`config.mk`:
```
export PLATFORM = sky130hd
export DESIGN_NAME = fetch_stage
export DESIGN_NICKNAME = d
export VERILOG_FILES = /design/src/rtl/fetch_stage_pkg.sv /design/src/rtl/fetch_skid_buf.sv /design/src/rtl/fetch_stage.sv
export SDC_FILE = /design/constraint.sdc
export NUM_CORES = 1
export LEC_CHECK = 0
export ABC_AREA = 1
export ABC_CLOCK_PERIOD_IN_PS = 3600
export BUFFER_PORTS_ARGS = -buffer_cell sky130_fd_sc_hd__buf_2
export CORE_MARGIN = 4
export CORE_UTILIZATION = 58
export DETAILED_ROUTE_END_ITERATION = 7
export GPL_TIMING_DRIVEN = 0
export PLACE_DENSITY = 0.84
export SLEW_MARGIN = 5
export SYNTH_ARGS = -nofsm -noshare
export SYNTH_HDL_FRONTEND = slang
export SYNTH_SLANG_ARGS = --single-unit
```
`constraint.sdc`:
```
create_clock -name clk -period 3.6 [get_ports clk]
set_clock_uncertainty 0.2 [all_clocks]
set_input_delay 0.72 -clock clk [delete_from_list [all_inputs] [get_ports clk]]
set_output_delay 0.72 -clock clk [all_outputs]
set_load 0.02 [all_outputs]
```
`src/rtl/fetch_stage_pkg.sv`:
```
// Shared definitions for the IF stage and the decode/control block:
// opcodes, the NOP word, fetch FSM states and the IF/ID payload.
package fetch_stage_pkg;

    typedef enum logic [3:0] {
        OP_ADD = 4'h0,
        OP_SUB = 4'h1,
        OP_AND = 4'h2,
        OP_OR  = 4'h3,
        OP_XOR = 4'h4,
        OP_NOT = 4'h5,
        OP_SLA = 4'h6,
        OP_SRA = 4'h7,
        OP_LI  = 4'h8,
        OP_LW  = 4'h9,
        OP_SW  = 4'hA,
        OP_BIZ = 4'hB,
        OP_BNZ = 4'hC,
        OP_JAL = 4'hD,
        OP_JR  = 4'hE,
        OP_HLT = 4'hF   // RESET/HLT share the top opcode
    } opcode_e;

    localparam logic [15:0] INSTR_NOP = 16'h0000;

    typedef enum logic [1:0] {
        FETCH = 2'd0,
        DRAIN = 2'd1,
        HALT  = 2'd2
    } fetch_state_e;

    typedef struct packed {
        logic [15:0] instr;
        logic [15:0] pc1;
    } ifid_entry_t;

endpackage

```
`src/rtl/fetch_skid_buf.sv`:
```
// One-entry buffer holding a cache response that arrived while decode stalled.
module fetch_skid_buf
    import fetch_stage_pkg::*;
(
    input  logic        clk,
    input  logic        rst,
    input  logic        load,
    input  logic        unload,
    input  logic        flush,
    input  ifid_entry_t din,
    output logic        full,
    output ifid_entry_t dout
);

    logic        full_q, full_d;
    ifid_entry_t data_q, data_d;

    always_comb begin
        full_d = full_q;
        data_d = data_q;
        if (flush) begin
            full_d = 1'b0;
        end else if (load) begin
            full_d = 1'b1;
            data_d = din;
        end else if (unload) begin
            full_d = 1'b0;
        end
    end

    always_ff @(posedge clk) begin
        if (!rst) begin
            full_q <= 1'b0;
            data_q <= '0;
        end else begin
            full_q <= full_d;
            data_q <= data_d;
        end
    end

    assign full = full_q;
    assign dout = data_q;

endmodule

```
`src/rtl/fetch_stage.sv`:
```
// IF stage: PC, I-cache request handshake, IF/ID register, stall skid,
// miss drain before redirect, and HLT stop.
module fetch_stage
    import fetch_stage_pkg::*;
#(
    parameter logic [15:0] RESET_PC   = 16'h0000,
    parameter logic [15:0] NOP_INSTR  = INSTR_NOP,
    parameter logic [3:0]  HLT_OPCODE = 4'hF
) (
    input  logic        clk,
    input  logic        rst,
    input  logic        stall,
    input  logic        redirect,
    input  logic [15:0] redirect_pc,
    output logic        imem_req,
    output logic [15:0] imem_addr,
    input  logic [15:0] imem_data,
    input  logic        imem_rdy,
    output logic [15:0] ifid_instr,
    output logic [15:0] ifid_pc1,
    output logic        ifid_valid,
    output logic        halted
);

    fetch_state_e state_q, state_d;
    logic [15:0]  pc_q, pc_d;
    logic [15:0]  pend_q, pend_d;
    ifid_entry_t  ifid_q, ifid_d;
    logic         valid_q, valid_d;

    logic         skid_load, skid_unload, skid_flush, skid_full;
    ifid_entry_t  skid_din, skid_dout;
    logic [15:0]  pc_inc;
    logic         data_hlt, skid_hlt;

    assign pc_inc   = pc_q + 16'd1;
    assign skid_din = '{instr: imem_data, pc1: pc_inc};
    assign data_hlt = (imem_data[15:12] == HLT_OPCODE);
    assign skid_hlt = (skid_dout.instr[15:12] == HLT_OPCODE);

    fetch_skid_buf u_skid (
        .clk    (clk),
        .rst    (rst),
        .load   (skid_load),
        .unload (skid_unload),
        .flush  (skid_flush),
        .din    (skid_din),
        .full   (skid_full),
        .dout   (skid_dout)
    );

    always_comb begin
        state_d     = state_q;
        pc_d        = pc_q;
        pend_d      = pend_q;
        ifid_d      = ifid_q;
        valid_d     = valid_q;
        skid_load   = 1'b0;
        skid_unload = 1'b0;
        skid_flush  = 1'b0;
        case (state_q)
            FETCH: begin
                if (redirect) begin
                    ifid_d.instr = NOP_INSTR;
                    valid_d      = 1'b0;
                    skid_flush   = 1'b1;
                    // An outstanding miss must complete before the new address is issued
                    if (imem_rdy) begin
                        pc_d = redirect_pc;
                    end else begin
                        pend_d  = redirect_pc;
                        state_d = DRAIN;
                    end
                end else if (stall) begin
                    if (imem_rdy && !skid_full) begin
                        skid_load = 1'b1;
                        pc_d      = pc_inc;
                    end
                end else if (skid_full) begin
                    ifid_d      = skid_dout;
                    valid_d     = 1'b1;
                    skid_unload = 1'b1;
                    if (skid_hlt) state_d = HALT;
                end else if (imem_rdy) begin
                    ifid_d  = '{instr: imem_data, pc1: pc_inc};
                    valid_d = 1'b1;
                    pc_d    = pc_inc;
                    if (data_hlt) state_d = HALT;
                end else begin
                    ifid_d.instr = NOP_INSTR;
                    valid_d      = 1'b0;
                end
            end
            DRAIN: begin
                ifid_d.instr = NOP_INSTR;
                valid_d      = 1'b0;
                if (redirect) pend_d = redirect_pc;
                if (imem_rdy) begin
                    pc_d    = redirect ? redirect_pc : pend_q;
                    state_d = FETCH;
                end
            end
            HALT: begin
                if (redirect) begin
                    pc_d         = redirect_pc;
                    state_d      = FETCH;
                    ifid_d.instr = NOP_INSTR;
                    valid_d      = 1'b0;
                end else if (!stall) begin
                    ifid_d.instr = NOP_INSTR;
                    valid_d      = 1'b0;
                end
            end
            default: state_d = FETCH;
        endcase
    end

    always_ff @(posedge clk) begin
        if (!rst) begin
            state_q <= FETCH;
            pc_q    <= RESET_PC;
            pend_q  <= RESET_PC;
            ifid_q  <= '{instr: NOP_INSTR, pc1: 16'h0000};
            valid_q <= 1'b0;
        end else begin
            state_q <= state_d;
            pc_q    <= pc_d;
            pend_q  <= pend_d;
            ifid_q  <= ifid_d;
            valid_q <= valid_d;
        end
    end

    assign imem_req   = (state_q != HALT);
    assign imem_addr  = pc_q;
    assign halted     = (state_q == HALT);
    assign ifid_instr = ifid_q.instr;
    assign ifid_pc1   = ifid_q.pc1;
    assign ifid_valid = valid_q;

endmodule

```
[Word level (Yosys, flattened, before mapping)]
Cells that the tools add are included.
Word-level totals
  output and inout bits: 51
  bits in registers: 100
  word-level logic and storage cells: 96
  input port bits: 37
Operators by class
  reductions and logical operators: 14
  equal/unequal tests: 19
  add/sub/neg operators: 1
  bitwise operators: 4
  multiplexer cells: 49
Operator list (number)
  16-bit two-way mux: 15
  16-bit case mux with 3 select lines: 2
  32-bit two-way mux: 2
  16-bit case mux with 2 select lines: 1
  1-bit two-way mux: 18
  2-bit two-way mux: 9
  16-bit by 1-bit adder with 16-bit output, second input constant: 1
  3-bit != test, second input constant: 5
  7-bit AND reduction: 2
  4-bit != test, second input constant: 3
  2-bit != test, second input constant: 5
  4-bit equality test, second input constant: 2
  4-bit by 3-bit != test with 1-bit output, second input constant: 2
  2-bit case mux with 3 select lines: 1
  3-bit AND reduction: 2
  2-bit nonzero test: 3
  1-bit NOT: 4
  4-bit AND reduction: 1
  1-bit case mux with 3 select lines: 1
  3-bit nonzero test: 1
  2-bit by 1-bit equality test with 1-bit output, second input constant: 1
  2-bit equality test, second input constant: 1
  2-bit zero test: 1
  2-bit AND reduction: 1
  other kinds (3): 3

[Longest topological paths before layout]
  word-level depth: 7
  gate-level depth with buffers: 13
  mapped depth without buffers: 12

[Cells and area by module]
Synthesis repeated with hierarchy kept, for this count alone.
Unflattened totals
  cell total of the unflattened synthesis: 890
  area total of the unflattened synthesis: 5485.3 sq um
Modules (own cells, without submodules)
  fetch_stage: seq. area each 1341.3 sq um, instances 1, cells each 676, area each 4061.4 sq um
  fetch_skid_buf: seq. area each 660.6 sq um, instances 1, cells each 214, area each 1423.9 sq um

[Least setup slack after synthesis]
Ideal clock, no wire load.
  path type: reg-to-output
  start point: reg state_q[0]
  end point: out imem_req
  arrival: 1.446 ns
  setup slack: 1.234 ns
  stages on the path, launching flop included: 6
  required time: 2.680 ns
  path buffers: 2
  cell sequence: dfxtp_1 inv_1 ha_1 clkbuf_1 clkbuf_1 inv_1
Between the ends
  word-level cells in the longest chain between the ends: 1
Ends and longest elaborated chain
  start: declaration: line fetch_stage.sv:25  | fetch_state_e state_q, state_d;
  start signal: assignment: line fetch_stage.sv:126  | state_q <= state_d;
  2-bit != test: line fetch_stage.sv:134  | assign imem_req = (state_q != HALT);
  end: declaration: line fetch_stage.sv:15  | output logic imem_req,
Every way passes these cells.

[Worst setup path in the final report]
Ends and elaborated chain as after synthesis.

==> results.yml <==
power_and_ir_drop:
  internal-power_w: 0.00213
  leakage_nw: 2.81
  powerDensity_nw_per_um2: 659
  combPwrFrac: 0.441
  p_clk_frac: 0.182
  power.switching_w: 0.00182
  p_sw_frac: 0.461
  irDropWorstVdd_mv: 0.422
  seq_power_share: 0.377
synth:
  yosys_register_bits: 100
  yosys-mux-area-fraction: 0
  synth_largest_area_cell: "dfxtp_1"
  synthXorXnorAreaFrac: 0.00335
  synth.distinct_cells: 30
  synth_fa_ha_area_frac: 0.0120
  ys_warn_count: 0
  syn_area_um2: 5230
  synth_compound_area_frac: 0.226
  yosysSeqAreaShare: 0.383
  syn_nets: 858
  synth_area_leaders: "dfxtp_1 38%, nand2_1 15%, a21oi_1 13%, o21ai_0 8.5%, nand3_1 5.5%"
  ys_async_sr_fraction: 0
  synth_top_family_by_area: "simple AND/OR/NAND/NOR gates"
  yosysMostFrequentCell: "nand2_1"
  synth_top_area_frac: 0.383
  synthFlopType: "dfxtp_1"
  synth_commonest_cells: "215 x nand2_1, 133 x a21oi_1, 100 x dfxtp_1"
  netlist_instances: 816
  synth-edff-count: 0
  synth-simple-area-share: 0.283
  avgSynthCellArea_um2: 6.41
critical_path:
  crit_start: "state_q[0]"
  crit_fanout: 10
  reg2regPathDepth: 8
  critPathKind: "flop to primary output"
  cp-end-kind: "primary output"
  crit_end: "imem_req"
  r2r-end: "imem_addr[15]"
  critPathLaunchType: "flop"
  worst_ep_required_time_ns: 2.68
  r2r_slack_ns: 1.14
  reg2reg_from: "state_q[0]"
  arrival_ns: 2.11
layout:
  n_antenna_cell: 0
  drive_above_1_share: 0.142
  fin_cells: 1025
  final_nets: 954
  syn_to_final_growth_pct: 14.4
  fill_cells: 817
placement:
  place_congestion: 0.901
  place.port_buffers: 85
  dpl.cell_count: 1009
  dpl.hpwl_mm: 11.4
floorplanning:
  die_y_um: 103
  ioPinCount: 88
  num_rows: 34
  initial_core_util: 0.597
  core_area_um2: 8760
  dieArea_um2: 10600
  fp.dieW_um: 103
global_routing:
  grt_max_degree: 20
  grt_pass1_wl_mm: 25.3
  grt_pass1_vias: 5465
  overflow: 0
  grtUsageTotal: 0.298
  antenna_found_initial: 0
route:
  drc_errors: 0
  drtIter0Drc: 423
  dr.pass1.iters: 7
  wirelength_mm: 15.5
  post_drt_wl_per_cell_um: 15.1
  ant_nets: 0
  vias_per_cell: 5.76
  via_count: 5901
sta:
  finalMaxSlewViolations: 0
  whs_ns: 0.263
  worst_pin_slew_ns: 0.658
  timing.setup.tns_ns: 0
  max_freq_ghz: 0.330
  setup_viol: 0
  hold_viol_final: 0
  max_slew_margin: 0.561
  period_needed_ns: 3.03
  fin_crit_sh: 0.841
  grt_setup_unrepaired: "false"
clock_network:
  tritoncts: "built"
  clock_latency_ns: 0.38
  cts_sinks: 100
  post_cts_buffers: 0
  cts_max_level: 3
  clk_path_buf_depth: 2
  cts.clk_slew.worst_paths_ns: 0.11
  cts_buffers: 9
  cts-root-buf: "clkbuf_8"
  cts-resized-gates: 0
  ctsHoldBuffers: 0
min_path:
  whs_path_depth: 2
  hp-class: "flop to flop"
job:
  maxCapViolations: 0
status:
  status: "completed"
[logic make-up (layout without fill, tap and decap cells)]
group                    after synthesis  in the layout
adder cells (fa/ha/maj)                5              5
flip-flops                           100            100
XOR/XNOR                               2              2
buffers and inverters                120            221
AND/OR/NAND/NOR                      357            357
AO/OA/AOI/OAI                        232            232
[power by group through the flow]
stage	sequential (W)	clock (W)	combinational (W)
after floorplan	0.00160	0	0.00108
after global placement	0.00150	0	0.00165
after detailed placement	0.00151	0	0.00170
after CTS	0.00148	0.000713	0.00171
after global routing	0.00151	0.000762	0.00196
final	0.00149	0.000717	0.00174
[per-layer routing]
metal | vias to the layer above | share of wire | routed length [um] | track usage
li1 | 2873 | - | - | -
met3 | 48 | 0.091 | 1420 | 0.0487
met5 | - | 0 | 0 | 0
met2 | 297 | 0.47 | 7280 | 0.482
met1 | 2683 | 0.41 | 6320 | 0.387
met4 | 0 | 0.033 | 508 | 0.143
[state kept, by name (all words and copies together) (netlist names)]
signal	count
ifid_instr	16
ifid_valid	1
state_q	2
pend_q	16
imem_addr	16
u_skid.full	1
u_skid.dout	32
ifid_pc1	16
[how the worst min path moves through the flow]
| stage | to | start | slack [ns] |
|---|---|---|---|
| 4_1_cts | u_skid.dout[22] | u_skid.dout[22] | 0.26 |
| 2_1_floorplan | u_skid.dout[16] | u_skid.dout[16] | 0.22 |
| 3_5_place_dp | u_skid.dout[22] | u_skid.dout[22] | 0.24 |
| 5_1_grt | ifid_instr[12] | ifid_instr[12] | 0.28 |
| 3_3_place_gp | u_skid.dout[23] | u_skid.dout[23] | 0.23 |
| 6_report | u_skid.dout[21] | u_skid.dout[21] | 0.26 |
[critical path: stages (launching register included)]
cell,delay [ns]
dfxtp_1,0.36
inv_1,0.15
ha_1,0.19
clkbuf_1,0.38
clkbuf_1,0.41
inv_1,0.07
buf_2,0.17
[metrics by stage]
stage	util	setup WS, ns	area, um^2	total power [W]
global route	0.683	0.371	5980	0.00423
CTS	0.683	0.593	5980	0.00391
finish	0.683	0.573	5980	0.00395
detailed placement	0.661	1.03	5790	0.00320
global placement	0.661	1.05	5790	0.00315
floorplan	-	1.23	5230	0.00268
[layout by cell type (no fill, tap or decap), types with 4 or more instances in the layout]
master      n
clkbuf_8    9
o22ai_1     4
inv_2       5
nor2_1     66
nand2_1   215
nand3_1    57
and2_1      5
dfxtp_1   100
inv_1      66
ha_1        5
clkbuf_1   27
nor3_1      4
a21oi_1   133
o21ai_0    89
buf_2      99
nand4_1     5
[area by class of cell]
type | count | area, um^2 | area share
tap | 108 | 135 | 0.0226
clock inverter | 7 | 68.8 | 0.0115
clock buffer | 9 | 124 | 0.0207
sequential | 100 | 2000 | 0.335
buffer | 47 | 216 | 0.0362
multi-input combinational | 596 | 2740 | 0.458
inverter | 73 | 274 | 0.0458
timing repair buffer | 85 | 425 | 0.0711
Note: power is estimated with default switching activity, not from simulation.
